$ cat config.mk
export PLATFORM = sky130hd
export DESIGN_NAME = crc_seq_ctrl
export DESIGN_NICKNAME = d
export VERILOG_FILES = /design/src/rtl/crc_seq_ctrl.sv
export SDC_FILE = /design/constraint.sdc
export NUM_CORES = 1
export LEC_CHECK = 0
export ABC_AREA = 0
export BUFFER_PORTS_ARGS = -buffer_cell sky130_fd_sc_hd__buf_2
export CAP_MARGIN = 10
export CORE_MARGIN = 4
export CORE_UTILIZATION = 40
export CTS_CLUSTER_DIAMETER = 50
export DETAILED_ROUTE_END_ITERATION = 6
export PLACE_DENSITY = 0.66
export RECOVER_POWER = 50
export SYNTH_ARGS = -nofsm -noshare
export SYNTH_HDL_FRONTEND = slang
export SYNTH_SLANG_ARGS = --single-unit
export TNS_END_PERCENT = 100
$ cat constraint.sdc
create_clock -name clk -period 1.8 [get_ports clk]
set_input_delay 0.27 -clock clk [delete_from_list [all_inputs] [get_ports clk]]
set_output_delay 0.27 -clock clk [all_outputs]
set_load 0.005 [all_outputs]
$ cat src/rtl/crc_seq_ctrl.sv
`default_nettype none
// ============================================================================
// Module      : crc_seq_ctrl
// Description : Request/response sequencer for a byte-wide CRC-32
//               table-lookup datapath. It holds the running 32-bit CRC
//               state and splits each UPDATE into 1-4 serial byte lookups
//               against an external 256x32 CRC ROM.
//
// Ports
//   clk, rst            clock, synchronous active-high reset
//   req_valid/ready     request handshake (ready only while idle)
//   req_op              00 INIT, 01 UPDATE, 10 READ, 11 reserved
//   req_len             UPDATE byte count, 0 encodes 4 bytes
//   req_data            INIT seed or UPDATE bytes (bits [7:0] first)
//   resp_valid/ready    response handshake
//   resp_data           response payload
//   resp_err            set for the reserved opcode
//   rom_index           ROM address (0 when no lookup is in flight)
//   rom_data            ROM word, valid ROM_LAT cycles after rom_index
//
// Parameters
//   ROM_LAT       0 = combinational ROM, 1 = registered ROM; others rejected
//   SEED_DEFAULT  CRC state loaded by reset
//
// Build option
//   CRC_SEQ_FINAL_XOR_EN  when defined, READ and UPDATE responses return the
//                         complemented state; INIT echo and state untouched.
//
// Revision    : 1.0  initial release
// ============================================================================
module crc_seq_ctrl #(
  parameter int          ROM_LAT      = 1,
  parameter logic [31:0] SEED_DEFAULT = 32'hFFFF_FFFF
) (
  input  logic        clk,
  input  logic        rst,
  input  logic        req_valid,
  output logic        req_ready,
  input  logic [1:0]  req_op,
  input  logic [1:0]  req_len,
  input  logic [31:0] req_data,
  output logic        resp_valid,
  input  logic        resp_ready,
  output logic [31:0] resp_data,
  output logic        resp_err,
  output logic [7:0]  rom_index,
  input  logic [31:0] rom_data
);

  // --------------------------------------------------------------------------
  // Elaboration guard: only the two supported ROM latencies may be built.
  // --------------------------------------------------------------------------
  generate
    if ((ROM_LAT != 0) && (ROM_LAT != 1)) begin : g_bad_rom_lat
      $error("crc_seq_ctrl: ROM_LAT must be 0 or 1");
    end
  endgenerate

  // Opcodes
  localparam logic [1:0] c_OP_INIT   = 2'b00;
  localparam logic [1:0] c_OP_UPDATE = 2'b01;
  localparam logic [1:0] c_OP_READ   = 2'b10;

  // Mask applied to the state when it is reported on READ/UPDATE responses.
`ifdef CRC_SEQ_FINAL_XOR_EN
  localparam logic [31:0] c_OUT_XOR = 32'hFFFF_FFFF;
`else
  localparam logic [31:0] c_OUT_XOR = 32'h0000_0000;
`endif

  // A combinational ROM lets LOOKUP consume rom_data in the same cycle.
  localparam bit c_COMB_ROM = (ROM_LAT == 0);

  typedef enum logic [1:0] {
    S_IDLE   = 2'd0,
    S_LOOKUP = 2'd1,
    S_WAIT   = 2'd2,
    S_RESP   = 2'd3
  } state_t;

  state_t      r_state;
  logic [31:0] r_crc;
  logic [31:0] r_sh;
  logic [2:0]  r_cnt;
  logic        r_req_ready;
  logic        r_resp_valid;
  logic [31:0] r_resp_data;
  logic        r_resp_err;

  logic        w_accept;
  logic        w_busy;
  logic        w_last;
  logic        w_step;
  logic [7:0]  w_index;
  logic [31:0] w_crc_next;

  // r_req_ready is only ever set while in IDLE, so it alone qualifies accept.
  assign w_accept   = req_valid & r_req_ready;
  assign w_busy     = (r_state == S_LOOKUP) || (r_state == S_WAIT);
  assign w_last     = (r_cnt == 3'd1);

  // The cycle in which rom_data is consumed for the current byte.
  assign w_step     = ((r_state == S_LOOKUP) && c_COMB_ROM) || (r_state == S_WAIT);

  // crc and sh only change on a step, so the index stays stable from LOOKUP
  // through WAIT as a registered ROM requires.
  assign w_index    = r_crc[7:0] ^ r_sh[7:0];
  assign w_crc_next = rom_data ^ {8'h00, r_crc[31:8]};

  assign rom_index  = w_busy ? w_index : 8'h00;
  assign req_ready  = r_req_ready;
  assign resp_valid = r_resp_valid;
  assign resp_data  = r_resp_data;
  assign resp_err   = r_resp_err;

  // --------------------------------------------------------------------------
  // Sequencer
  // --------------------------------------------------------------------------
  always_ff @(posedge clk) begin
    if (rst) begin
      r_state      <= S_IDLE;
      r_crc        <= SEED_DEFAULT;
      r_sh         <= 32'h0000_0000;
      r_cnt        <= 3'd0;
      r_req_ready  <= 1'b0;
      r_resp_valid <= 1'b0;
      r_resp_data  <= 32'h0000_0000;
      r_resp_err   <= 1'b0;
    end else begin
      case (r_state)
        S_IDLE: begin
          // Ready rises one cycle after reset release and stays up until
          // a command is taken.
          r_req_ready <= 1'b1;
          if (w_accept) begin
            r_req_ready <= 1'b0;
            case (req_op)
              c_OP_INIT: begin
                r_crc        <= req_data;
                r_resp_data  <= req_data;
                r_resp_err   <= 1'b0;
                r_resp_valid <= 1'b1;
                r_state      <= S_RESP;
              end
              c_OP_UPDATE: begin
                r_sh    <= req_data;
                r_cnt   <= (req_len == 2'd0) ? 3'd4 : {1'b0, req_len};
                r_state <= S_LOOKUP;
              end
              c_OP_READ: begin
                r_resp_data  <= r_crc ^ c_OUT_XOR;
                r_resp_err   <= 1'b0;
                r_resp_valid <= 1'b1;
                r_state      <= S_RESP;
              end
              default: begin
                r_resp_data  <= 32'h0000_0000;
                r_resp_err   <= 1'b1;
                r_resp_valid <= 1'b1;
                r_state      <= S_RESP;
              end
            endcase
          end
        end

        S_LOOKUP, S_WAIT: begin
          if (w_step) begin
            r_crc <= w_crc_next;
            r_sh  <= {8'h00, r_sh[31:8]};
            r_cnt <= r_cnt - 3'd1;
            if (w_last) begin
              // Response reports the state after the final byte.
              r_resp_data  <= w_crc_next ^ c_OUT_XOR;
              r_resp_err   <= 1'b0;
              r_resp_valid <= 1'b1;
              r_state      <= S_RESP;
            end else begin
              r_state <= S_LOOKUP;
            end
          end else begin
            // Registered ROM: address was presented this cycle, data next.
            r_state <= S_WAIT;
          end
        end

        S_RESP: begin
          if (resp_ready) begin
            r_resp_valid <= 1'b0;
            r_resp_err   <= 1'b0;
            r_req_ready  <= 1'b1;
            r_state      <= S_IDLE;
          end
        end

        default: begin
          r_state <= S_IDLE;
        end
      endcase
    end
  end

endmodule
`default_nettype wire

==> results.py <==
metrics = {
    "outcome": {
        "status": "finished, final reports clean",
    },
    "synthesis": {
        "ys_seq_area_frac": 0.3645,
        "synth.ff_latch_count": 104,
        "netlist_instances": 689,
        "synth_warnings": 0,
        "synth.avg_cell_area_sq_um": 8.290,
        "synthesis.nets": 767,
        "ys_types": 40,
        "synthesis.area_sq_um": 5712,
    },
    "floorplan": {
        "die-area_sq_um": 16260,
        "dieWidth_um": 127.5,
        "coreArea_sq_um": 13930,
        "placementRows": 43,
        "initial_core_util": 0.4099,
        "die_h_um": 127.5,
        "ios": 115,
    },
    "sta": {
        "slew_violations": 0,
        "fmax_mhz": 558.9,
        "slew_headroom": 0.6777,
        "post-route-period-util": 0.9941,
        "skew_ns": 0.006546,
        "finalCriticalPeriod_ns": 1.789,
        "tns_ns": 0,
        "hold_viol": 0,
        "rsz0062_at_grt": "true",
        "finalWorstSetupSlack_ns": 0.01064,
        "tightest_slew_ns": 0.4829,
        "setup_violations": 0,
    },
    "power": {
        "power.density_nw_per_um2": 2203,
        "p_clk_frac": 0.116,
        "power.total_w": 0.01646,
        "vdd_ir_drop_max_mv": 1.639,
        "swShare": 0.4322,
        "p_int_w": 0.009343,
        "seq_power_share": 0.226,
        "combinationalPowerShare": 0.658,
        "power.leakage_nw": 3.214,
        "p_sw_w": 0.007113,
    },
    "finish": {
        "fin_util": 0.5361,
        "nFillCells": 1317,
        "num_antenna_cells": 0,
        "nNetsFinal": 883,
        "area_delta_synth_final_pct": 30.80,
        "layout-drive-gt1-share": 0.2728,
        "layout_common_cells": "a21oi_1, dfxtp_1, buf_2",
        "layout_commonest_cell": "a21oi_1",
    },
    "clock_network": {
        "path_clk_slew_ns": 0.07,
        "cts_sinks": 104,
        "htreeDepth": 3,
        "clk_latency_ns": 0.36,
        "clock_path_buffers": 2,
        "tritoncts": "built",
        "cts-buffers-inserted": 9,
        "root_buffer": "clkbuf_16",
    },
    "route": {
        "drc": 0,
        "routed_wl_um": 18220,
        "vias": 5536,
        "dr.pass1.iters": 5,
        "wl_per_cell_um": 18.41,
        "via_per_inst": 5.592,
        "antenna_left": 0,
        "drt_iter0_markers": 406,
    },
    "worst_setup_path": {
        "path_cells": "inv_2 -> ha_4 -> buf_16 -> buf_8 -> and2_4 -> buf_6",
        "slowest_stage": "dfxtp_2",
        "critPathCaptureType": "primary output",
        "path_buf_inv": 4,
        "worstPathRequired_ns": 1.53,
        "setup.worst_path.class": "reg2out",
        "crit_arrival_ns": 1.52,
        "critPathMaxFanout": 6,
        "crit_path_start_kind": "flip-flop",
        "path_delay_family": "buffers and inverters",
        "slowest_delay_ns": 0.34,
    },
    "global_route": {
        "grt_remaining_overflow": 0,
        "antenna_found_initial": 0,
        "grt_pass1_vias": 5145,
        "grt_max_degree": 83,
        "grt_pass1_wl_um": 27340,
        "grtUsageTotal": 0.2079,
    },
    "placement": {
        "port_buffers": 114,
        "pre_cts_ws_ns": 0.002755,
        "hpwl_um": 11280,
        "routabilityCongestion": 0.8354,
    },
    "min_path": {
        "hold_path_class": "in2reg",
    },
    "job": {
        "maxCapViolCount": 0,
    },
}
final cells by class:
type,count,area [sq um],share of cell area
multi-input combinational,507,3480,0.4658
sequential,104,2085,0.2790
timing repair buffer,173,1361,0.1822
clock buffer,10,239.0,0.03199
tap,180,225.2,0.03015
clock inverter,6,43.79,0.005862
inverter,10,37.54,0.005024
path summary, 6_finish.rpt:
kind / startpoint / endpoint / slack [ns] / depth (start not counted)
worst min-delay path: rst / resp_valid / 0.17 / 2
worst max register to register: r_state[0] / r_sh[11] / 0.01 / 8
worst min register to register: resp_valid / resp_valid / 0.47 / 2
worst max-delay path: r_state[0] / rom_index[1] / 0.01 / 6
through the flow:
stage / instance area, sq um / hold WS (ns) / std cells
6_report: 7471 / 0.1696 / 990
5_1_grt: 7471 / 0.1690 / 990
4_1_cts: 7097 / 0.1601 / 979
3_5_place_dp: 6603 / 0.4620 / 954
3_3_place_gp: 6603 / 0.4493 / 954
2_1_floorplan: 5728 / 0.4205 / 689
routing by layer:
metal | track usage | up-vias | share of wire
met3 | 0.05309 | 30 | 0.073
met4 | 0.05931 | 0 | 0.021
met2 | 0.3218 | 202 | 0.46
met1 | 0.2868 | 2604 | 0.45
met5 | 0 | - | 0
li1 | - | 2700 | -
flip-flops by register name, summed over array words and instances, names as in the netlist:
name / count
r_sh: 32
r_crc: 32
resp_err: 1
resp_data: 32
req_ready: 1
resp_valid: 1
r_cnt: 3
r_state: 2
repair_timing:
action / CTS / global route
gates resized for setup: 32 / 59
hold buffers: 0 / 0
pin swaps: 1 / 4
cloned: 2 / 6
endpoints found under the setup margin: 10 / 74
buffers inserted: 7 / 6
Yosys cell counts:
| master | number | area share |
|---|---|---|
| a21oi_1 | 115 | 0.10 |
| dfxtp_1 | 104 | 0.36 |
| mux2i_1 | 59 | 0.10 |
| nor2_1 | 59 | 0.039 |
| a211oi_1 | 48 | 0.063 |
| clkbuf_1 | 41 | 0.027 |
| o21ai_0 | 33 | 0.029 |
| or3_1 | 33 | 0.036 |
| xor2_1 | 32 | 0.049 |
| nor2b_1 | 26 | 0.028 |
| nand2_1 | 23 | 0.015 |
| buf_2 | 17 | 0.015 |
| nand2b_1 | 12 | 0.013 |
| and2_1 | 9 | 0.0099 |
| inv_1 | 9 | 0.0059 |
| o2111ai_1 | 9 | 0.014 |
| o211a_1 | 9 | 0.016 |
| nor4_1 | 8 | 0.0088 |
| buf_6 | 7 | 0.014 |
| ha_1 | 6 | 0.013 |
| nor3_1 | 3 | 0.0026 |
| o31ai_1 | 3 | 0.0039 |
| a32o_1 | 2 | 0.0035 |
| buf_4 | 2 | 0.0026 |
| nand3_1 | 2 | 0.0018 |
| o21ai_1 | 2 | 0.0018 |
| o31a_1 | 2 | 0.0031 |
| or2_2 | 2 | 0.0022 |
| a21boi_0 | 1 | 0.0013 |
| a21o_1 | 1 | 0.0013 |
| a31oi_1 | 1 | 0.0011 |
| buf_1 | 1 | 0.00066 |
| inv_2 | 1 | 0.00066 |
| nand3b_1 | 1 | 0.0013 |
| nand4b_1 | 1 | 0.0015 |
| nor3b_1 | 1 | 0.0013 |
| o211ai_1 | 1 | 0.0013 |
| o21a_1 | 1 | 0.0013 |
| or2_1 | 1 | 0.0011 |
| or4_1 | 1 | 0.0013 |
power by group through the flow:
| stage | logic (W) | registers, W | clock network [W] |
|---|---|---|---|
| after floorplan | 0.00539 | 0.00363 | 0 |
| after global placement | 0.00801 | 0.00374 | 0 |
| after detailed placement | 0.00802 | 0.00375 | 0 |
| after CTS | 0.00903 | 0.00371 | 0.00193 |
| after global routing | 0.0117 | 0.00381 | 0.00202 |
| final | 0.0108 | 0.00372 | 0.00190 |
worst register-to-register path, delay by kind of cell (launching register included):
| kind | cells | cell delay (ns) |
|---|---|---|
| AND/OR/NAND/NOR | 2 | 0.47 |
| AO/OA/AOI/OAI | 2 | 0.21 |
| flip-flops | 1 | 0.34 |
| adder cells (fa/ha/maj) | 1 | 0.27 |
| buffers and inverters | 3 | 0.43 |
kinds of logic after synthesis:
family | count (synthesis) | synth area share
buf+inv | 78 | 0.06550
mux | 59 | 0.1034
compound gates | 228 | 0.2410
flops | 104 | 0.3645
xor+xnor | 32 | 0.04907
fa+ha+maj | 6 | 0.01314
simple gates | 182 | 0.1634
No activity file was read; power rests on OpenSTA's default activity.
